--- config.mk ---
export PLATFORM = sky130hd
export DESIGN_NAME = matmul_seq
export DESIGN_NICKNAME = d
export VERILOG_FILES = /design/src/rtl/matmul_seq.sv
export SDC_FILE = /design/constraint.sdc
export NUM_CORES = 1
export LEC_CHECK = 0
export BUFFER_PORTS_ARGS = -buffer_cell sky130_fd_sc_hd__buf_4
export CORE_MARGIN = 1
export CORE_UTILIZATION = 40
export DETAILED_ROUTE_END_ITERATION = 16
export HOLD_SLACK_MARGIN = 0.12
export PLACE_DENSITY = 0.65
export SETUP_SLACK_MARGIN = 0.05
export SYNTH_ARGS = -nofsm -noshare
export SYNTH_HDL_FRONTEND = slang
export SYNTH_SLANG_ARGS = --single-unit
--- constraint.sdc ---
create_clock -name clk -period 2.4 [get_ports clk]
set_input_delay 0.12 -clock clk [delete_from_list [all_inputs] [get_ports clk]]
set_output_delay 0.12 -clock clk [all_outputs]
set_load 0.01 [all_outputs]
--- src/rtl/matmul_seq.sv ---
// matmul_seq: buffers one A/B tile, drives a matmul array, streams result rows.
// Define MATMUL_SEQ_PERF_CNT_EN to add tile_cnt/stall_cnt outputs.
module matmul_seq #(
    parameter int N          = 4,
    parameter int W          = 16,
    parameter int CLR_CYCLES = 4,
    parameter int DRAIN_LAT  = 1
) (
    input  logic           clk,
    input  logic           rst,
    input  logic           in_valid,
    output logic           in_ready,
    input  logic [N*W-1:0] in_a,
    input  logic [N*W-1:0] in_b,
    output logic           out_valid,
    input  logic           out_ready,
    output logic [N*W-1:0] out_row,
    output logic           out_last,
    output logic           busy,
    output logic [1:0]     mm_op,
    output logic [N*W-1:0] mm_a,
    output logic [N*W-1:0] mm_b,
    input  logic [N*W-1:0] mm_c
`ifdef MATMUL_SEQ_PERF_CNT_EN
   ,output logic [31:0]    tile_cnt,
    output logic [31:0]    stall_cnt
`endif
);
    localparam logic [2:0] S_LOAD  = 3'd0;
    localparam logic [2:0] S_CLEAR = 3'd1;
    localparam logic [2:0] S_FEED  = 3'd2;
    localparam logic [2:0] S_DRAIN = 3'd3;
    localparam logic [2:0] S_CAPT  = 3'd4;
    localparam logic [2:0] S_OUT   = 3'd5;

    localparam logic [1:0] OP_NOP  = 2'b00;
    localparam logic [1:0] OP_CLR  = 2'b01;
    localparam logic [1:0] OP_CALC = 2'b10;

    localparam int CW = $clog2(N + CLR_CYCLES + DRAIN_LAT + 1);
    localparam int IW = (N > 1) ? $clog2(N) : 1;
    localparam logic [CW-1:0] C_N1   = CW'(N - 1);
    localparam logic [CW-1:0] C_CLR1 = CW'(CLR_CYCLES - 1);
    localparam logic [CW-1:0] C_DL1  = CW'((DRAIN_LAT > 0) ? DRAIN_LAT - 1 : 0);
    // With zero drain latency row 0 is already valid on the first NOP cycle.
    localparam logic [2:0] S_POSTFEED = (DRAIN_LAT > 0) ? S_DRAIN : S_CAPT;

    logic [2:0]            r_state;
    logic [2:0]            w_state_nxt;
    logic [CW-1:0]         r_cnt;
    logic [CW-1:0]         w_cnt_nxt;
    logic [CW-1:0]         w_lim;
    logic                  r_in_ready;
    logic [1:0]            r_op;
    logic [1:0]            w_op_nxt;
    logic [N*W-1:0]        r_mm_a;
    logic [N*W-1:0]        r_mm_b;
    logic [N-1:0][N*W-1:0] r_ibuf_a;
    logic [N-1:0][N*W-1:0] r_ibuf_b;
    logic [N-1:0][N*W-1:0] r_rbuf;
    logic                  w_acc;
    logic                  w_hs;
    logic                  w_step;
    logic                  w_done;
    logic [IW-1:0]         w_idx;
    logic [IW-1:0]         w_nidx;

    assign w_acc  = in_valid && r_in_ready;
    assign w_hs   = out_valid && out_ready;
    assign w_idx  = r_cnt[IW-1:0];
    assign w_nidx = w_cnt_nxt[IW-1:0];

    assign in_ready  = r_in_ready;
    assign out_valid = (r_state == S_OUT);
    assign out_row   = out_valid ? r_rbuf[w_idx] : '0;
    assign out_last  = out_valid && (r_cnt == C_N1);
    assign busy      = !((r_state == S_LOAD) && (r_cnt == '0));
    assign mm_op     = r_op;
    assign mm_a      = r_mm_a;
    assign mm_b      = r_mm_b;

    // One counter serves every state; only its limit and step enable differ.
    always_comb begin
        w_lim  = C_N1;
        w_step = 1'b1;
        case (r_state)
            S_LOAD:  w_step = w_acc;
            S_CLEAR: w_lim  = C_CLR1;
            S_DRAIN: w_lim  = C_DL1;
            S_OUT:   w_step = w_hs;
            default: w_lim  = C_N1;
        endcase
        w_done = w_step && (r_cnt == w_lim);
    end

    always_comb begin
        w_state_nxt = r_state;
        w_cnt_nxt   = r_cnt;
        if (w_step) begin
            w_cnt_nxt = w_done ? '0 : r_cnt + 1'b1;
        end
        if (w_done) begin
            case (r_state)
                S_LOAD:  w_state_nxt = S_CLEAR;
                S_CLEAR: w_state_nxt = S_FEED;
                S_FEED:  w_state_nxt = S_POSTFEED;
                S_DRAIN: w_state_nxt = S_CAPT;
                S_CAPT:  w_state_nxt = S_OUT;
                default: w_state_nxt = S_LOAD;
            endcase
        end
        w_op_nxt = OP_NOP;
        if (w_state_nxt == S_CLEAR) begin
            w_op_nxt = OP_CLR;
        end else if (w_state_nxt == S_FEED) begin
            w_op_nxt = OP_CALC;
        end
    end

    always_ff @(posedge clk or negedge rst) begin
        if (!rst) begin
            r_state    <= S_LOAD;
            r_cnt      <= '0;
            r_in_ready <= 1'b0;
            r_op       <= OP_NOP;
            r_mm_a     <= '0;
            r_mm_b     <= '0;
            r_ibuf_a   <= '0;
            r_ibuf_b   <= '0;
            r_rbuf     <= '0;
        end else begin
            r_state    <= w_state_nxt;
            r_cnt      <= w_cnt_nxt;
            r_in_ready <= (w_state_nxt == S_LOAD);
            r_op       <= w_op_nxt;
            r_mm_a     <= (w_state_nxt == S_FEED) ? r_ibuf_a[w_nidx] : '0;
            r_mm_b     <= (w_state_nxt == S_FEED) ? r_ibuf_b[w_nidx] : '0;
            if ((r_state == S_LOAD) && w_acc) begin
                r_ibuf_a[w_idx] <= in_a;
                r_ibuf_b[w_idx] <= in_b;
            end
            if (r_state == S_CAPT) begin
                r_rbuf[w_idx] <= mm_c;
            end
        end
    end

`ifdef MATMUL_SEQ_PERF_CNT_EN
    logic [31:0] r_tile_cnt;
    logic [31:0] r_stall_cnt;

    always_ff @(posedge clk or negedge rst) begin
        if (!rst) begin
            r_tile_cnt  <= '0;
            r_stall_cnt <= '0;
        end else begin
            if (w_hs && out_last) begin
                r_tile_cnt <= r_tile_cnt + 32'd1;
            end
            if (out_valid && !out_ready) begin
                r_stall_cnt <= r_stall_cnt + 32'd1;
            end
        end
    end

    assign tile_cnt  = r_tile_cnt;
    assign stall_cnt = r_stall_cnt;
`endif

endmodule

==> results.toml, run 1 <==
[logic_synthesis]
synth-async-reset-ratio_pct = 100.0
ys_ff_latch = 906
synth_cells = 2418
synth_fp_nets = 2618
synth_area_um2 = 38260
syn_avg_cell_area_um2 = 15.82
seq_area_frac_synth_pct = 59.26
synth-main-ff-cell = "dfrtp_1"
synth_cell_types = 41
synth-edff-count = 0
synth_warnings = 0

[sta]
slew_headroom_pct = 59.17
tightestPinTransition_ns = 0.6124
skew_ns = 0.02594
fmaxAchievable_ghz = 0.4072
worst_slack_ns = -0.05559
hold_viol_final = 0
rsz0062_at_grt = "yes"
final_max_slew_viol_count = 0
period_minus_slack_ns = 2.456
finalSetupTns_ns = -0.6645
setup_viol = 33
period_share_pct = 102.3
fin_hold_ws_ns = 0.1553

[clock_tree]
htree_num_levels = 3
cts_tree = "built"
clock_path_buffers = 3
clkSinkCount = 906
cts-root-buf = "clkbuf_16"
cts_made_buffers = 97
clkLatencyLatePin_ns = 0.67
clk_pin_slew_ns = 0.06

[route]
ant_nets = 0
vias = 23200
first_iter_violations = 1238
drc_errors = 0
via_per_inst = 5.237
drt-total-wl_um = 99500
drt-pass1-iter-count = 4
post_drt_wl_per_cell_um = 22.46

[critical_path]
crit_type = "flip-flop to output port"
cp-start-kind = "flip-flop"
reg2reg_depth = 9
slowest_delay_ns = 0.52
r2r_start = "r_state[2]"
crit_path_cell_trace = "buf_12 -> buf_16 -> mux4_2 -> and2_4 -> buf_6"
cp-end-kind = "output port"
path_max_fanout = 8
arrival_ns = 2.34
r2r_slack_ns = 0.10
cpMaxStageDelayCell = "mux4_2"
reg2reg_to = "mm_a[15]"
critical_path_required_ns = 2.28

[global_routing]
grt_max_degree = 81
first_global_vias = 26308
grt_overflow = 0
globalRouteTotalUtil_pct = 20.14
grt_pass1_wl_um = 152400
antenna_found_initial = 12

[power]
powerDensity_nw_per_um2 = 1271
irDropWorstVdd_mv = 0.7667
totalPowerFinal_mw = 62.79
leakage_nw = 23.83

[placed_design]
portBuffers = 393
hpwl_um = 59440
gp_congestion = 0.7753
dpl_cell_area_um2 = 42890
place_ws_ns = 0.009990
dp.cells = 4008

[final_layout]
drive_gt1_share_pct = 35.02
regArea_um2 = 22680
multi_input_area_um2 = 14560
utilization_pct = 52.08
final_cell_area_um2 = 49410
area_growth_pct = 29.15
finalNonFillerCells = 4430
final_nets = 3279
fillers = 7681

[floorplan]
row_count = 113
start_util_pct = 40.33
num_io_pins = 394
die_w_um = 311.3
core_area_um2 = 94870
die_h_um = 311.3
fp.dieArea_um2 = 96880

[run_status]
status = "finished, violations left"
violations = "setup timing"

[job]
drv_cap = 0

[min_path]
hold_path_class = "input port to asynchronous set/reset pin"
[sequential cells by signal, summed over array words and instances, names as in the netlist]
register / flops
in_ready: 1
mm_a: 64
mm_b: 64
mm_op: 2
r_cnt: 4
r_ibuf_a: 256
r_ibuf_b: 256
r_rbuf: 256
r_state: 3
[Yosys cell counts (11+ instances only)]
library cell | n | area, um2
mux4_2 | 64 | 1441
mux2i_1 | 260 | 2603
buf_12 | 11 | 220.2
clkbuf_1 | 12 | 45.04
buf_2 | 64 | 320.3
buf_6 | 27 | 304.0
mux2_1 | 512 | 5766
buf_4 | 44 | 330.3
o22ai_1 | 129 | 807.0
dfrtp_1 | 906 | 22670
and2_1 | 65 | 406.6
mux2_2 | 257 | 2894
[power by group]
part	leakage, nW	switching (mW)	total (mW)	internal (mW)
Combinational	10.3	10.0	23.3	13.3
Clock	1.64	6.15	15.2	9.08
Sequential	11.9	3.15	24.3	21.1
Total	23.8	19.3	62.8	43.5
[area by class of cell]
cell class	count	share of cell area (%)
antenna	7	0.03545
clock buffer	149	6.022
clock inverter	29	0.6863
inverter	4	0.03039
multi-input combinational	1342	29.46
sequential	906	45.90
tap	1265	3.203
timing repair buffer	728	14.66
[placed cells by master, fill, tap and decap left out, drive strengths merged]
cell,n
a211o,1
a21oi,6
and2,65
and3,5
and3b,1
buf,524
bufbuf,1
bufinv,5
clkbuf,157
clkinv,20
clkinvlp,1
dfrtp,906
diode,7
dlygate4sd3,195
ha,4
inv,7
mux2,769
mux2i,260
mux4,64
nand2,10
nand2b,3
nand3,1
nand3b,2
nand4,1
nand4bb,1
nor2,8
nor2b,1
nor3,2
nor4,1
o21ai,2
o22ai,129
o2bb2ai,1
o31ai,2
or2,1
or3,1
xor2,1
[what timing repair did]
action,4_1_cts,5_1_grt
setup endpoints to repair,68,161
endpoints found under the hold margin,1261,0
hold buffers,196,0
pin swaps,21,12
gates resized for setup,148,20
setup buffers,7,18
gates cloned,7,9
[how the worst max path moves through the flow]
stage / from / end / slack [ns] / cells after the start
floorplan: r_cnt[1] / mm_b[24] / 0.08 / 11
global placement: r_state[0] / mm_b[27] / 0.13 / 7
detailed placement: r_state[2] / mm_a[26] / 0.01 / 8
CTS: r_cnt[0] / out_row[6] / -0.14 / 5
global route: r_cnt[0] / out_row[6] / -0.14 / 5
finish: r_cnt[0] / out_row[6] / -0.06 / 5
[logic make-up after synthesis]
group	share of synthesized area, %
AO/OA/AOI/OAI	2.397
buffers and inverters	3.346
XOR/XNOR	0.02290
AND/OR/NAND/NOR	1.635
flip-flops	59.26
adder cells (fa/ha/maj)	0.1308
multiplexers	33.21
[routing by layer]
metal	part of all wire [%]	up-vias	global-route usage (%)
li1	-	10162	-
met1	43	12338	25.60
met2	49	529	33.75
met3	5.5	159	5.131
met4	2.5	12	6.113
met5	0.071	-	0
[worst max-delay path: cells and delay by family, from the launching register on]
kind / cells / cell delay, ns
buf+inv: 3 / 0.45
flops: 1 / 0.51
mux: 1 / 0.52
simple gates: 1 / 0.18
(Power assumes the default switching activity.)
==> run 2, diff against run 1 <==
Settings changed: PLACE_DENSITY 0.65 to not set, SETUP_SLACK_MARGIN 0.05 to 0.4.
==> run 2 against run 1 <==
Compared with the run above: the flow finishes with violations (DRC, setup timing); clock-buffer cell count shrank 10; non-clock buffer count grew 84; total power grew 9.0%; wire length grew 10%; sequential cell count is the same; maximum frequency shrank 0.31%; sequential share of layout area shrank 2.2 points; clock skew shrank 0.0044 ns; design area grew 5.0%; sequential power is essentially flat; worst hold slack gained 0.079 ns; via count grew 2.2%; critical endpoint is now mm_b[5]; largest cell class unchanged; highest routed layer unchanged.
==> results.toml, run 2 (synthesis gave the netlist of run 1 again) <==
[run_status]
status = "finished, violations left"
violations = "DRC, setup timing"

[final_layout]
final_cell_area_um2 = 51860
area_growth_pct = 35.57
top_regs = "r_ibuf_a (256), r_ibuf_b (256), r_rbuf (256)"
utilization_pct = 54.67
final_cell_mix = "904 x dfrtp_1, 458 x mux2_1, 398 x buf_4, 257 x mux2_2, 246 x mux2i_1"
drive_gt1_share_pct = 39.26
final_common_cell = "dfrtp_1"
final_nets = 3367
finalNonFillerCells = 4519

[sta]
final_max_slew_viol_count = 0
skew_ns = 0.02150
period_share_pct = 102.6
rsz0062_at_grt = "yes"
tightestPinTransition_ns = 0.6146
period_minus_slack_ns = 2.463
fin_hold_ws_ns = 0.2341
slew_headroom_pct = 59.03
worst_slack_ns = -0.06316
setup_viol = 66
fmaxAchievable_ghz = 0.4060
hold_viol_final = 0

[critical_path]
crit_type = "flip-flop to flip-flop"
cp-end-kind = "flip-flop"
path_max_fanout = 9
cp-start-kind = "flip-flop"
critical_path_required_ns = 2.95
arrival_ns = 3.02

[floorplan]
core_area_um2 = 94870
num_io_pins = 394
die_h_um = 311.3
start_util_pct = 40.33
fp.dieArea_um2 = 96880
row_count = 113
die_w_um = 311.3

[global_routing]
antenna_found_initial = 6
globalRouteTotalUtil_pct = 22.49
grt_max_degree = 112
grt_overflow = 0
grt_pass1_wl_um = 165700
first_global_vias = 26745

[clock_tree]
clkLatencyLatePin_ns = 0.68
clkSinkCount = 906
clock_path_buffers = 3
cts_made_buffers = 98
cts_tree = "built"
htree_num_levels = 3
clk_pin_slew_ns = 0.06
cts-root-buf = "clkbuf_16"

[power]
irDropWorstVdd_mv = 0.7382
leakage_nw = 25.00
powerDensity_nw_per_um2 = 1320

[placed_design]
gp_congestion = 0.7597
portBuffers = 393
place_ws_ns = 0.03440
dp.cells = 4019
dpl_cell_area_um2 = 43080
hpwl_um = 61060

[route]
drt-total-wl_um = 109900
highest_layer = "met5"
vias = 23719
wl_met1_um = 46140
drc_errors = 2
ant_nets = 0
first_iter_violations = 1298
via_per_inst = 5.249
routed-wl-met3_um = 5943
drt-pass1-iter-count = 11
post_drt_wl_per_cell_um = 24.32
route.met2.wl_um = 54690

[job]
drv_cap = 0

[min_path]
hold_path_class = "input port to flip-flop"
## run 2: metal layers
layer | vias up | global-route usage (%)
li1 | 10382 | -
met1 | 12618 | 28.43
met2 | 547 | 37.71
met3 | 168 | 5.411
met4 | 4 | 7.714
met5 | - | 0
## run 2: repair_timing
action                                  4_1_cts  5_1_grt
pin swaps                                    36       12
cloned                                       51       14
hold buffers                                196        0
endpoints found under the setup margin      929      966
gates resized for setup                     270       30
endpoints found under the hold margin      1597        0
setup buffers                                43        9
## run 2: final timing paths
kind / start / to / slack, ns / cells past startpoint
min in group asynchronous: rst / r_ibuf_a[249] / 0.24 / 3
max reg2reg: r_cnt[0] / mm_b[5] / -0.06 / 12
max in group asynchronous: rst / r_rbuf[65] / 1.50 / 4
min reg2reg: r_ibuf_b[56] / r_ibuf_b[56] / 0.49 / 1
min: in_a[45] / r_ibuf_a[173] / 0.23 / 3
max: r_cnt[0] / mm_b[5] / -0.06 / 12
## run 2: per-stage QoR
| step | total power [mW] | setup TNS [ns] |
|---|---|---|
| after floorplan | 39.47 | 0 |
| after global placement | 43.38 | 0 |
| after detailed placement | 44.64 | 0 |
| after CTS | 66.95 | -8.116 |
| after global routing | 71.76 | -9.848 |
| final | 68.45 | -1.322 |
## run 2: critical path, stage by stage, from the launching register on
cell,delay [ns]
dfrtp_4,0.44
buf_12,0.19
buf_6,0.16
inv_8,0.04
ha_4,0.27
o31ai_4,0.07
o2bb2ai_4,0.17
buf_4,0.15
buf_12,0.18
buf_12,0.14
buf_16,0.15
mux2i_1,0.25
o22ai_1,0.11
## run 2: cell type report
cell class,count,area [um2]
inverters,4,26.28
diodes,4,10.01
multi-input cells,1345,14960
clock buffers,139,2897
fillers,7545,43010
well taps,1265,1583
repair buffers,812,9174
flip-flops and latches,906,22680
clock inverters,44,534.3
## run 2: report_power, final
| group | internal (mW) | total, mW | switching [mW] |
|---|---|---|---|
| sequential | 21.1 | 24.3 | 3.13 |
| clock | 9.58 | 15.8 | 6.25 |
| combinational | 16.4 | 28.4 | 11.9 |
